## src/rtl/hazard_ctrl.sv

```systemverilog
// Hazard and forwarding controller for a 5-stage pipeline: load-use and RAW
// interlocks, EX-stage operand bypass selects, and mul/div sequencing.
module hazard_ctrl #(
  parameter int unsigned REG_BITS  = 5,
  parameter int unsigned MD_CYCLES = 32,
  parameter bit          FWD_EN    = 1'b1
) (
  input  logic                clk,
  input  logic                rst,
  input  logic                id_valid,
  input  logic [REG_BITS-1:0] id_rs,
  input  logic                id_rs_used,
  input  logic [REG_BITS-1:0] id_rt,
  input  logic                id_rt_used,
  input  logic [REG_BITS-1:0] id_dest,
  input  logic                id_wr,
  input  logic                id_is_load,
  input  logic                id_is_md,
  input  logic                id_reads_hilo,
  input  logic                branch_taken,
  output logic                stall_if_id,
  output logic                clear_if_id,
  output logic                clear_id_ex,
  output logic [1:0]          fwd_a,
  output logic [1:0]          fwd_b,
  output logic                md_busy,
  output logic                md_done
);

  localparam int unsigned CntW = $clog2(MD_CYCLES);
  localparam logic [CntW-1:0] CntLoad = CntW'(MD_CYCLES - 1);

  typedef struct packed {
    logic                valid;
    logic                wr;
    logic                load;
    logic [REG_BITS-1:0] dest;
  } slot_t;

  slot_t ex_q, ex_d, mem_q;
  logic [1:0] fwd_a_q, fwd_a_d, fwd_b_q, fwd_b_d;
  logic [CntW-1:0] md_cnt_q, md_cnt_d;
  logic md_busy_q, md_busy_d;

  // Register 0 is hardwired, so it never matches an in-flight writer.
  function automatic logic hit(input logic [REG_BITS-1:0] r, input logic used,
                               input slot_t s);
    return s.valid & s.wr & (s.dest == r) & (r != '0) & used;
  endfunction

  logic rs_ex, rt_ex, rs_mem, rt_mem;
  logic load_use, raw_nofwd, md_block, stall_int, adv, md_start;

  assign rs_ex  = hit(id_rs, id_rs_used, ex_q);
  assign rt_ex  = hit(id_rt, id_rt_used, ex_q);
  assign rs_mem = hit(id_rs, id_rs_used, mem_q);
  assign rt_mem = hit(id_rt, id_rt_used, mem_q);

  assign load_use  = (rs_ex | rt_ex) & ex_q.load;
  assign raw_nofwd = !FWD_EN & (rs_ex | rt_ex | rs_mem | rt_mem);
  assign md_block  = (id_reads_hilo | id_is_md) & md_busy_q;
  assign stall_int = id_valid & (load_use | raw_nofwd | md_block);
  assign adv       = id_valid & ~stall_int & ~branch_taken;
  assign md_start  = id_is_md & adv;

  // Branch flush wins over stall: the stalled instruction is being discarded.
  assign stall_if_id = stall_int & ~branch_taken;
  assign clear_if_id = branch_taken;
  assign clear_id_ex = stall_int | branch_taken;

  assign fwd_a   = fwd_a_q;
  assign fwd_b   = fwd_b_q;
  assign md_busy = md_busy_q;
  assign md_done = md_busy_q & (md_cnt_q == '0);

  // Next EX slot and bypass selects for the instruction entering EX.
  always_comb begin
    ex_d    = '0;
    fwd_a_d = 2'b00;
    fwd_b_d = 2'b00;
    if (adv) begin
      ex_d.valid = 1'b1;
      ex_d.wr    = id_wr;
      ex_d.load  = id_is_load;
      ex_d.dest  = id_dest;
      if (FWD_EN) begin
        // EX holds the most recent writer, so it takes priority over MEM.
        if (rs_ex && !ex_q.load) fwd_a_d = 2'b01;
        else if (rs_mem)         fwd_a_d = 2'b10;
        if (rt_ex && !ex_q.load) fwd_b_d = 2'b01;
        else if (rt_mem)         fwd_b_d = 2'b10;
      end
    end
  end

  // Mul/div countdown; a branch flush never aborts a running operation.
  always_comb begin
    md_cnt_d  = md_cnt_q;
    md_busy_d = md_busy_q;
    if (md_start) begin
      md_cnt_d  = CntLoad;
      md_busy_d = 1'b1;
    end else if (md_busy_q) begin
      if (md_cnt_q == '0) md_busy_d = 1'b0;
      else                md_cnt_d  = md_cnt_q - 1'b1;
    end
  end

  // Scoreboard shift and registered forwarding selects.
  always_ff @(posedge clk or posedge rst) begin
    if (rst) begin
      ex_q    <= '0;
      mem_q   <= '0;
      fwd_a_q <= 2'b00;
      fwd_b_q <= 2'b00;
    end else begin
      ex_q    <= ex_d;
      mem_q   <= ex_q;
      fwd_a_q <= fwd_a_d;
      fwd_b_q <= fwd_b_d;
    end
  end

  // Mul/div state; reset aborts an operation without a done pulse.
  always_ff @(posedge clk or posedge rst) begin
    if (rst) begin
      md_cnt_q  <= '0;
      md_busy_q <= 1'b0;
    end else begin
      md_cnt_q  <= md_cnt_d;
      md_busy_q <= md_busy_d;
    end
  end

endmodule

```

## config.mk

```make
export PLATFORM = sky130hd
export DESIGN_NAME = hazard_ctrl
export DESIGN_NICKNAME = d
export VERILOG_FILES = /design/src/rtl/hazard_ctrl.sv
export SDC_FILE = /design/constraint.sdc
export NUM_CORES = 1
export LEC_CHECK = 0
export CAP_MARGIN = 10
export CORE_ASPECT_RATIO = 1.4
export CORE_MARGIN = 2
export CORE_UTILIZATION = 48
export CTS_CLUSTER_DIAMETER = 100
export DETAILED_ROUTE_END_ITERATION = 7
export PLACE_DENSITY = 0.78
export SETUP_SLACK_MARGIN = 0.1
export SKIP_CTS_REPAIR_TIMING = 1
export SLEW_MARGIN = 30
export SYNTH_ARGS = -nofsm -noshare
export SYNTH_HDL_FRONTEND = slang
export SYNTH_SLANG_ARGS = --single-unit
export TNS_END_PERCENT = 20
```

## constraint.sdc

```tcl
create_clock -name clk -period 2.3 [get_ports clk]
set_clock_uncertainty 0.05 [all_clocks]
set_input_delay 0.46 -clock clk [delete_from_list [all_inputs] [get_ports clk]]
set_output_delay 0.46 -clock clk [all_outputs]
set_load 0.03 [all_outputs]
```

==> metrics.md, run 1 <==
| Metric | Value |
|---|---|
| Status | `finished with violations` |
| Failing checks | `setup timing` |
| Critical path class | `in -> out` |
| Most common cell in the netlist | `dfrtp_1` |
| TritonCTS clock tree | `built` |
| RSZ-0062 raised after global routing | `true` |
| Layout cell share with drive strength beyond 1 | `38.6%` |
| Sink Count | `25` |
| Fin. max-slew vios | `0` |
| Antenna Cells | `0` |
| WL final | `4.07 mm` |
| GP Congestion | `0.845` |
| Die X | `48.8 um` |
| Dpl hpwl | `2.71 mm` |
| Drc violations | `0` |
| Critical path arrival | `1.85 ns` |
| Avg Inst Size Synth | `10.6 um^2` |
| P_leak | `1.00 nW` |
| Switch share | `33.3%` |
| Cell count after synthesis | `127` |
| P_int | `0.000766 W` |
| Vias | `1296` |
| Placement Rows | `22` |
| Register Area | `628 um^2` |
| Initial antenna violation count | `0` |
| First-pass GRT wire length | `5.69 mm` |
| Netlist cell types | `34` |
| Switching power | `0.000383 W` |
| # nets final | `225` |
| Crit path time final | `2.36 ns` |
| Total global routing overflow | `0` |
| Drt wl/cell | `17.5 um` |
| Clock power share | `17.5%` |
| Seq/Total Area, Yosys | `46.4%` |
| Final setup fails | `2` |
| Max-slew headroom | `56.1%` |
| Clock latency on the worst-skew pair | `0.32 ns` |
| GRT Overall Usage | `23.2%` |
| Worst-Margin Slew | `0.652 ns` |
| Final period util | `103%` |
| Area grow syn2layout | `60.2%` |
| Full die area | `3260 um^2` |
| Worst Reg2Reg Path Length in Cells | `7` |
| Largest net degree at the start of global routing | `26` |
| CTS Root Cell | `clkbuf_4` |
| WHS | `0.405 ns` |
| Routed Antenna Nets | `0` |
| Drt pass-1 iters | `4` |
| Syn nets | `154` |
| Max Buffers Root-to-Sink | `2` |
| Predominant post-synthesis flop cell | `dfrtp_1` |
| Vias/cell | `5.56` |
| Synthesis Warnings | `0` |
| Most frequent cells after synthesis | `dfrtp_1 (25), xnor2_1 (13), xor2_1 (11)` |
| Vias in the first global route | `1272` |
| Mapped Area | `1350 um^2` |
| CP required | `1.79 ns` |
| Port Buf Inserts | `33` |
| R2R Path End | `md_cnt_q[1]$_DFFE_PP0P_` |
| DRT iter0 DRCs | `50` |
| Worst-path fanout max | `4` |
| Worst setup startpoint | `id_rs[1]` |
| Max-cap viol count | `0` |
| CTS Buf Count | `3` |
| Max H-tree Level | `1` |
| Worst vdd ir | `450 uV` |
| Number of flops mapped to enable cells by yosys | `0` |
| Synthesis-stage register bit count | `25` |
| Fmax | `423 MHz` |
| Flop pwr share | `47.7%` |
| Multi-input gate area | `833 um^2` |
| Final count of hold timing violations | `0` |
| Core Region | `2640 um^2` |
| Starting density of the core | `51.0%` |
| Filler Cells Inserted | `166` |
| Crit start category | `primary input` |
| Die height | `66.7 um` |
| FF-to-FF setup slack | `0.33 ns` |
| Hold Crit Class | `in -> async` |
| Clock transition at path regs | `0.14 ns` |
| Power per cell area | `532 nW/um^2` |
| Comb pwr share | `34.7%` |
| FF-to-FF Start | `md_cnt_q[0]$_DFFE_PP0P_` |
| Post-layout worst setup margin | `-0.0647 ns` |
| Leading post-synthesis cells by cell area | `dfrtp_1 (46%), xnor2_1 (8.4%), xor2_1 (7.1%)` |
| Yosys top cell area share | `46.4%` |
| Async set-reset flop share out of synthesis | `100%` |
| Post-Route Utilization | `81.8%` |
| CP Capture Type | `output port` |
| Ports | `34` |
| Synth area leader | `dfrtp_1` |
| Crit path capture | `stall_if_id` |
==> cell families (layout without fill, tap and decap cells) <==
logic type                 Yosys count  count (layout)  synth area share (%)
AOI/OAI and AO/OA                   22              22                  12.9
muxes                                1               1                 0.835
and+or+nand+nor                     45              45                  19.4
adders and majority gates            2               2                  1.85
xor gates and xnor gates            24              24                  15.6
buffers and inverters                8              78                  3.06
DFF                                 25              25                  46.4
==> per-layer routing <==
metal  vias up  wire length [um]  track usage [%]  share of wire, %
met5         -                 0                0                 0
met4         0               127             8.57               3.1
met3        13               178             2.47               4.4
met2        50              2300             48.1                56
met1       637              1470             23.3                36
li1        596                 -                -                 -
==> sequential cells by signal, summed over array words and instances, names as in the netlist <==
register	count
fwd_b	2
fwd_a	2
ex_q	8
mem_q	7
md_busy	1
md_cnt_q	5
==> cell usage in the layout (no fill, tap or decap), drive strengths merged, types with 2 or more instances in the layout <==
| master | n |
|---|---|
| xnor2 | 13 |
| clkbuf | 8 |
| nor4 | 2 |
| nand2 | 10 |
| o21ai | 2 |
| nor3 | 4 |
| dfrtp | 25 |
| inv | 4 |
| clkdlybuf4s50 | 18 |
| or4 | 2 |
| ha | 2 |
| dlymetal6s2s | 6 |
| o211ai | 2 |
| xor2 | 11 |
| nand4 | 5 |
| nand4bb | 2 |
| a21oi | 8 |
| and3b | 2 |
| nor2 | 3 |
| a2111oi | 2 |
| nand2b | 2 |
| nand3 | 9 |
| buf | 42 |
| a31o | 2 |
==> worst max-delay path, stage by stage <==
cell      delay [ns]
buf_8           0.10
or4_4           0.55
o211ai_4        0.24
o22ai_4         0.12
a31o_4          0.24
buf_6           0.13
==> worst min-delay path by stage <==
stage,start,endpoint,slack [ns],cells after the start
2_1_floorplan,ex_q[6]$_DFF_PP0_,mem_q[6]$_DFF_PP0_,0.34,0
3_5_place_dp,ex_q[3]$_DFF_PP0_,mem_q[3]$_DFF_PP0_,0.38,0
4_1_cts,ex_q[3]$_DFF_PP0_,mem_q[3]$_DFF_PP0_,0.41,0
6_report,rst,md_cnt_q[4]$_DFFE_PP0P_,0.40,3
3_3_place_gp,ex_q[3]$_DFF_PP0_,mem_q[3]$_DFF_PP0_,0.37,0
5_1_grt,rst,md_cnt_q[4]$_DFFE_PP0P_,0.44,3
==> power groups by stage <==
stage | Combinational (W) | Sequential (W) | Clock (W)
3_3_place_gp | 0.000315 | 0.000543 | 0
3_5_place_dp | 0.000335 | 0.000546 | 0
5_1_grt | 0.000430 | 0.000554 | 0.000228
6_report | 0.000399 | 0.000548 | 0.000201
4_1_cts | 0.000336 | 0.000538 | 0.000203
2_1_floorplan | 0.000187 | 0.000541 | 0
==> final cells by class <==
class	count	share of cell area, %
Inverter	4	0.695
Clock buffer	4	1.22
Sequential cell	25	29.1
Multi-Input combinational cell	94	38.6
Tap cell	36	2.08
Timing Repair Buffer	70	28.4
==> per-stage QoR <==
| step | cells | setup WS [ns] | setup TNS [ns] | total power, W | cell area (um^2) |
|---|---|---|---|---|---|
| global route | 233 | -0.0875 | -0.172 | 0.00121 | 2160 |
| global placement | 218 | -0.499 | -1.44 | 0.000857 | 1890 |
| floorplan | 127 | 0.101 | 0 | 0.000728 | 1360 |
| finish | 233 | -0.0647 | -0.116 | 0.00115 | 2160 |
| CTS | 222 | -0.517 | -1.06 | 0.00108 | 1920 |
| detailed placement | 218 | -0.526 | -1.95 | 0.000881 | 1890 |
Power figures use the tool's default switching activity.
==> inputs of run 2 (changes only) <==
--- a/config.mk
+++ b/config.mk
@@ -7,7 +7,7 @@
 export LEC_CHECK = 0
 export CAP_MARGIN = 10
 export CORE_ASPECT_RATIO = 1.4
-export CORE_MARGIN = 2
+export CORE_MARGIN = 5
 export CORE_UTILIZATION = 48
 export CTS_CLUSTER_DIAMETER = 100
 export DETAILED_ROUTE_END_ITERATION = 7
==> metrics.md, run 2 (same netlist as run 1, synthesis figures left out) <==
| Metric | Value |
|---|---|
| Hold Crit Class | `reg -> reg` |
| GP Congestion | `0.908 (+7.5%)` |
| Number of flip-flops in the largest register | `8 (unchanged)` |
| CP required | `1.79 ns (about the same)` |
| Hold path start | `ex_q[6]$_DFF_PP0_` |
| Worst Reg2Reg Path Length in Cells | `5 (-2)` |
| Largest Register | `ex_q` |
| Worst-path fanout max | `3 (-1)` |
| RSZ-0062 raised after global routing | `true` |
| Clock latency on the worst-skew pair | `0.31 ns (about the same)` |
| Flop pwr share | `47.7% (about the same)` |
| P_int | `0.000770 W (+0.44%)` |
| Worst-Margin Slew | `0.692 ns (+0.0398 ns)` |
| Largest net degree at the start of global routing | `26 (unchanged)` |
| Final period util | `102% (-0.68 points)` |
| Crit path time final | `2.35 ns (-0.0157 ns)` |
| Max Buffers Root-to-Sink | `2 (unchanged)` |
| Drt pass-1 iters | `4 (unchanged)` |
| Critical path's slowest cell | `or4_4` |
| DRT iter0 DRCs | `34 (-32%)` |
| Hold EP | `mem_q[6]$_DFF_PP0_` |
| Drc violations | `0 (unchanged)` |
| Comb pwr share | `35.1% (+0.4 points)` |
| Area grow syn2layout | `57.7%` |
| Leading cell types in the layout, fill and taps excluded | `buf_4 (34), dfrtp_1 (24), clkdlybuf4s50_1 (18), xor2_1 (10), nand2_1 (10)` |
| FF-to-FF setup slack | `0.30 ns (-0.03 ns)` |
| Core Region | `2670 um^2 (+1.0%)` |
| Ports | `34 (unchanged)` |
| Initial antenna violation count | `0 (unchanged)` |
| Critical path class | `in -> out` |
| Layout cell share with drive strength beyond 1 | `35.6% (-3.0 points)` |
| Post-Route Utilization | `79.7% (-2.1 points)` |
| FF-to-FF Start | `ex_q[4]$_DFF_PP0_` |
| Power per cell area | `533 nW/um^2 (+0.24%)` |
| Post-placement cell count | `220 (+0.92%)` |
| Max-cap viol count | `0 (unchanged)` |
| Fin cells | `230 (-1.3%)` |
| Worst vdd ir | `509 uV (+13%)` |
| Largest stage delay, worst path | `0.56 ns (about the same)` |
| Failing checks | `setup timing` |
| Sink Count | `25 (unchanged)` |
| Starting density of the core | `50.5% (-0.53 points)` |
| Dpl hpwl | `2.77 mm (+2.1%)` |
| Drt wl/cell | `16.6 um (-5.3%)` |
| Full die area | `3990 um^2 (+22%)` |
| Clock power share | `17.2% (-0.3 points)` |
| Switch share | `32.1% (-1.2 points)` |
| Crit start category | `primary input` |
| CP Capture Type | `output port` |
| Total global routing overflow | `0 (unchanged)` |
| WL final | `3.81 mm (-6.5%)` |
| Port Buf Inserts | `33 (unchanged)` |
| Vias in the first global route | `1317 (+3.5%)` |
| Max-slew headroom | `53.4% (-2.7 points)` |
| # nets final | `222 (-1.3%)` |
| P_leak | `0.995 nW (-0.89%)` |
| TritonCTS clock tree | `built` |
| Placement Rows | `22 (unchanged)` |
| Vias/cell | `5.36 (-3.6%)` |
| Vias | `1233 (-4.9%)` |
| Commonest non-fill, non-tap cell in the layout | `buf_4` |
| Fin. max-slew vios | `0 (unchanged)` |
| Die X | `54.8 um (+12%)` |
| Final setup fails | `2 (unchanged)` |
| Max H-tree Level | `1 (unchanged)` |
| Post-layout worst setup margin | `-0.0489 ns (+0.0157 ns)` |
| Status | `finished with violations` |
| R2R Path End | `fwd_a[0]$_DFF_PP0_` |
| Routed Antenna Nets | `0 (unchanged)` |
| Die height | `72.7 um (+9.0%)` |
| Antenna Cells | `0 (unchanged)` |
| Critical path arrival | `1.84 ns (about the same)` |
| Hold Crit Depth | `0` |
| Critical path cell sequence | `buf_6, or4_4, o211ai_4, o22ai_4, a31o_4, buf_6` |
| First-pass GRT wire length | `5.49 mm (-3.5%)` |
| Clock transition at path regs | `0.14 ns (about the same)` |
| Switching power | `0.000364 W (-4.9%)` |
| Fmax | `426 MHz (+0.67%)` |
| Final count of hold timing violations | `0 (unchanged)` |
| Top cell by count, worst path | `buf_6` |
| CTS Root Cell | `clkbuf_4` |
| GRT Overall Usage | `18.8% (-4.5 points)` |
| Filler Cells Inserted | `185 (+11%)` |
| CTS Buf Count | `3 (unchanged)` |
| Largest regs | `ex_q: 8 flops, mem_q: 7 flops, md_cnt_q: 5 flops` |
-- run 2: changes by cell type in the layout (fill, tap and decap cells not counted), sizes merged --
cell / previous run / this run
buf: 42 / 38
dlymetal6s2s: 6 / 7
-- run 2: worst max-delay path, delay by kind of cell --
family / cells / cell delay (ns)
AOI/OAI and AO/OA: 3 / 0.59
and+or+nand+nor: 1 / 0.56
buffers and inverters: 2 / 0.22
-- run 2: final cells by class --
type                    instances  area [um^2]  area share, %
multi-input cells              94          826           38.8
flip-flops and latches         25          627           29.5
repair buffers                 67          588           27.6
well taps                      36         45.0           2.12
clock buffers                   4         26.3           1.24
inverters                       4         15.0          0.706
-- run 2: worst max path at each step --
| stage | from | endpoint | slack (ns) |
|---|---|---|---|
| CTS | id_rs[1] | stall_if_id | -0.43 |
| global placement | id_rs[1] | stall_if_id | -0.41 |
| detailed placement | id_rs[1] | stall_if_id | -0.43 |
| global route | ex_q[3]$_DFF_PP0_ | clear_id_ex | -0.10 |
| floorplan | id_rt[0] | stall_if_id | 0.10 |
| finish | id_rt[1] | stall_if_id | -0.05 |
-- run 2: per-layer routing --
layer | global-route usage [%] | vias to the layer above | wire, um
met1 | 20.9 | 601 | 1490
met3 | 2.66 | 10 | 132
met4 | 7.76 | 0 | 95
met5 | 0 | - | 0
met2 | 33.8 | 28 | 2090
li1 | - | 594 | -
-- run 2: power groups by stage --
stage	logic [W]	clock network [W]	registers (W)
after global placement	0.000325	0	0.000539
after detailed placement	0.000338	0	0.000542
after floorplan	0.000187	0	0.000541
after CTS	0.000340	0.000198	0.000533
final	0.000398	0.000195	0.000541
after global routing	0.000441	0.000220	0.000547
-- run 2: per-stage QoR --
step           total power, W  area (um^2)  hold WS (ns)  setup slack (ns)  TNS [ns]
3_5_place_dp         0.000880         1910         0.374            -0.432     -1.41
2_1_floorplan        0.000728         1360         0.343             0.101         0
5_1_grt               0.00121         2130         0.423            -0.101    -0.206
4_1_cts               0.00107         1940         0.404            -0.428    -0.918
6_report              0.00113         2130         0.415           -0.0489   -0.0747
3_3_place_gp         0.000865         1910         0.371            -0.405     -1.07
==> inputs of run 3 (changes only) <==
--- a/config.mk
+++ b/config.mk
@@ -8,13 +8,14 @@
 export CAP_MARGIN = 10
 export CORE_ASPECT_RATIO = 1.4
 export CORE_MARGIN = 5
-export CORE_UTILIZATION = 48
+export CORE_UTILIZATION = 61
 export CTS_CLUSTER_DIAMETER = 100
 export DETAILED_ROUTE_END_ITERATION = 7
-export PLACE_DENSITY = 0.78
-export SETUP_SLACK_MARGIN = 0.1
+export DONT_BUFFER_PORTS = 1
+export PLACE_DENSITY = 0.77
+export SETUP_SLACK_MARGIN = 0.15
 export SKIP_CTS_REPAIR_TIMING = 1
-export SLEW_MARGIN = 30
+export SLEW_MARGIN = 15
 export SYNTH_ARGS = -nofsm -noshare
 export SYNTH_HDL_FRONTEND = slang
 export SYNTH_SLANG_ARGS = --single-unit
==> metrics.md, run 3 (same netlist as run 1, synthesis figures left out) <==
| Metric | Value |
|---|---|
| Status | `finished, final reports clean` |
| Worst vdd ir | `536 uV (+5.3%)` |
| Vias | `1000 (-19%)` |
| Largest net degree at the start of global routing | `26 (unchanged)` |
| Clock latency on the worst-skew pair | `0.31 ns (about the same)` |
| Flop pwr share | `51.1% (+3.4 points)` |
| Max Buffers Root-to-Sink | `2 (unchanged)` |
| Commonest non-fill, non-tap cell in the layout | `dfrtp_1` |
| Worst-Margin Slew | `0.678 ns (-0.0137 ns)` |
| Crit start category | `flip-flop` |
| Final period util | `97.1% (-5.0 points)` |
| Full die area | `3260 um^2 (-18%)` |
| Switch share | `32.0% (-0.13 points)` |
| Drt pass-1 iters | `4 (unchanged)` |
| Sink Count | `25 (unchanged)` |
| Ports | `34 (unchanged)` |
| Drc violations | `0 (unchanged)` |
| Critical path arrival | `1.72 ns (-0.12 ns)` |
| Filler Cells Inserted | `155 (-16%)` |
| Switching power | `0.000336 W (-7.8%)` |
| First-pass GRT wire length | `4.79 mm (-13%)` |
| Drt wl/cell | `18.6 um (+12%)` |
| RSZ-0062 raised after global routing | `true` |
| Final setup fails | `0 (-2)` |
| Critical path's slowest cell | `or4b_4` |
| Clock transition at path regs | `0.13 ns (about the same)` |
| # nets final | `163 (-27%)` |
| Fmax | `448 MHz (+5.1%)` |
| FF-to-FF setup slack | `0.47 ns (+0.17 ns)` |
| Pwr Total | `0.00105 W (-7.4%)` |
| Hold Crit Class | `in -> async` |
| DRT iter0 DRCs | `30 (-12%)` |
| Power per cell area | `669 nW/um^2 (+26%)` |
| Largest regs | `ex_q: 8 flops, mem_q: 7 flops, md_cnt_q: 5 flops` |
| Area grow syn2layout | `16.3%` |
| Final count of hold timing violations | `0 (unchanged)` |
| CP required | `1.79 ns (about the same)` |
| P_int | `0.000714 W (-7.2%)` |
| Post-layout worst setup margin | `0.0659 ns (+0.115 ns)` |
| Critical path class | `reg -> out` |
| P_leak | `0.661 nW (-34%)` |
| Max-cap viol count | `0 (unchanged)` |
| Die height | `65.6 um (-9.7%)` |
| Worst Reg2Reg Path Length in Cells | `6 (+1)` |
| Total global routing overflow | `0 (unchanged)` |
| TritonCTS clock tree | `built` |
| Comb pwr share | `30.6% (-4.5 points)` |
| Crit path time final | `2.23 ns (-0.115 ns)` |
| R2R Path End | `md_cnt_q[1]$_DFFE_PP0P_` |
| Core Region | `2150 um^2 (-19%)` |
| CTS Buf Count | `3 (unchanged)` |
| Largest stage delay, worst path | `0.51 ns (-0.05 ns)` |
| CP top delay family | `simple AND/OR/NAND/NOR gates` |
| Placement Rows | `20 (-9.1%)` |
| GRT Overall Usage | `19.0% (+0.28 points)` |
| CP Capture Type | `output port` |
| Layout cell share with drive strength beyond 1 | `29.6% (-5.9 points)` |
| Routed Antenna Nets | `0 (unchanged)` |
| Worst-path fanout max | `6 (+3)` |
| WL final | `2.92 mm (-23%)` |
| FF-to-FF Start | `md_cnt_q[1]$_DFFE_PP0P_` |
| Initial antenna violation count | `0 (unchanged)` |
| Fin. max-slew vios | `0 (unchanged)` |
| CTS Root Cell | `clkbuf_4` |
| Number of flip-flops in the largest register | `8 (unchanged)` |
| Port Buf Inserts | `0 (-100%)` |
| Dpl ws | `0.105 ns (+0.536 ns)` |
| Buf/Inv on CP | `2 (unchanged)` |
| Max H-tree Level | `1 (unchanged)` |
| Vias in the first global route | `1062 (-19%)` |
| Largest Register | `ex_q` |
| GP Congestion | `0.944 (+3.9%)` |
| Starting density of the core | `62.7% (+12 points)` |
| Dpl hpwl | `2.21 mm (-20%)` |
| Antenna Cells | `0 (unchanged)` |
| Die X | `49.7 um (-9.2%)` |
| Clock power share | `18.3% (+1.1 points)` |
| WHS | `0.0135 ns (-0.401 ns)` |
| Vias/cell | `6.37 (+19%)` |
| Critical path cell sequence | `inv_2, ha_4, or4b_4, nor2_4, buf_6` |
| Leading cell types in the layout, fill and taps excluded | `dfrtp_1 (22), xor2_1 (10), nand2_1 (10), nand3_1 (9), a21oi_1 (8)` |
| Max-slew headroom | `54.4% (+0.92 points)` |
run 3: cell types whose count changed in the layout (fill, tap and decap cells not counted), moves of 2 or more:
| cell | change |
|---|---|
| dfrtp_1 | -2 |
| o211ai_4 | -2 |
| buf_4 | -27 |
| clkbuf_2 | -4 |
| clkdlybuf4s50_1 | -18 |
| o211ai_2 | +2 |
| dfrtp_2 | +2 |
| buf_6 | -3 |
| dlymetal6s2s_1 | -7 |
run 3: how the worst max path moves through the flow:
stage                             from     endpoint  cells past startpoint
2_1_floorplan                 id_rt[0]  stall_if_id                      5
3_3_place_gp                  id_rt[0]  clear_id_ex                      4
3_5_place_dp                  id_rt[0]  clear_id_ex                      4
4_1_cts              ex_q[0]$_DFF_PP0_  clear_id_ex                      4
5_1_grt        md_cnt_q[1]$_DFFE_PP0P_      md_done                      5
6_report       md_cnt_q[1]$_DFFE_PP0P_      md_done                      5
run 3: power groups by stage:
stage / logic, W / clock network (W) / registers, W
2_1_floorplan: 0.000187 / 0 / 0.000541
3_3_place_gp: 0.000232 / 0 / 0.000534
3_5_place_dp: 0.000244 / 0 / 0.000538
4_1_cts: 0.000245 / 0.000199 / 0.000529
5_1_grt: 0.000363 / 0.000225 / 0.000546
6_report: 0.000321 / 0.000192 / 0.000537
run 3: cell type report:
type	count	area (um^2)	area share (%)
multi-input cells	94	806	51.4
flip-flops and latches	25	629	40.1
repair buffers	8	63.8	4.07
well taps	22	27.5	1.75
clock buffers	3	22.5	1.44
inverters	4	15.0	0.957
clock inverters	1	5.00	0.319
run 3: stage by stage:
step	std cells	util [%]	instance area, um^2	TNS (ns)
after global placement	150	65.2	1400	0
after global routing	157	72.9	1570	0
final	157	72.9	1570	0
after detailed placement	150	65.2	1400	0
after CTS	154	66.5	1430	-0.109
after floorplan	127	-	1360	0
run 3: per-layer routing:
metal / global-route usage, % / vias to the layer above / routed length (um)
li1: - / 474 / -
met1: 22.1 / 491 / 1110
met2: 32.3 / 27 / 1600
met3: 4.54 / 8 / 130
met4: 9.18 / 0 / 77
met5: 0 / - / 0
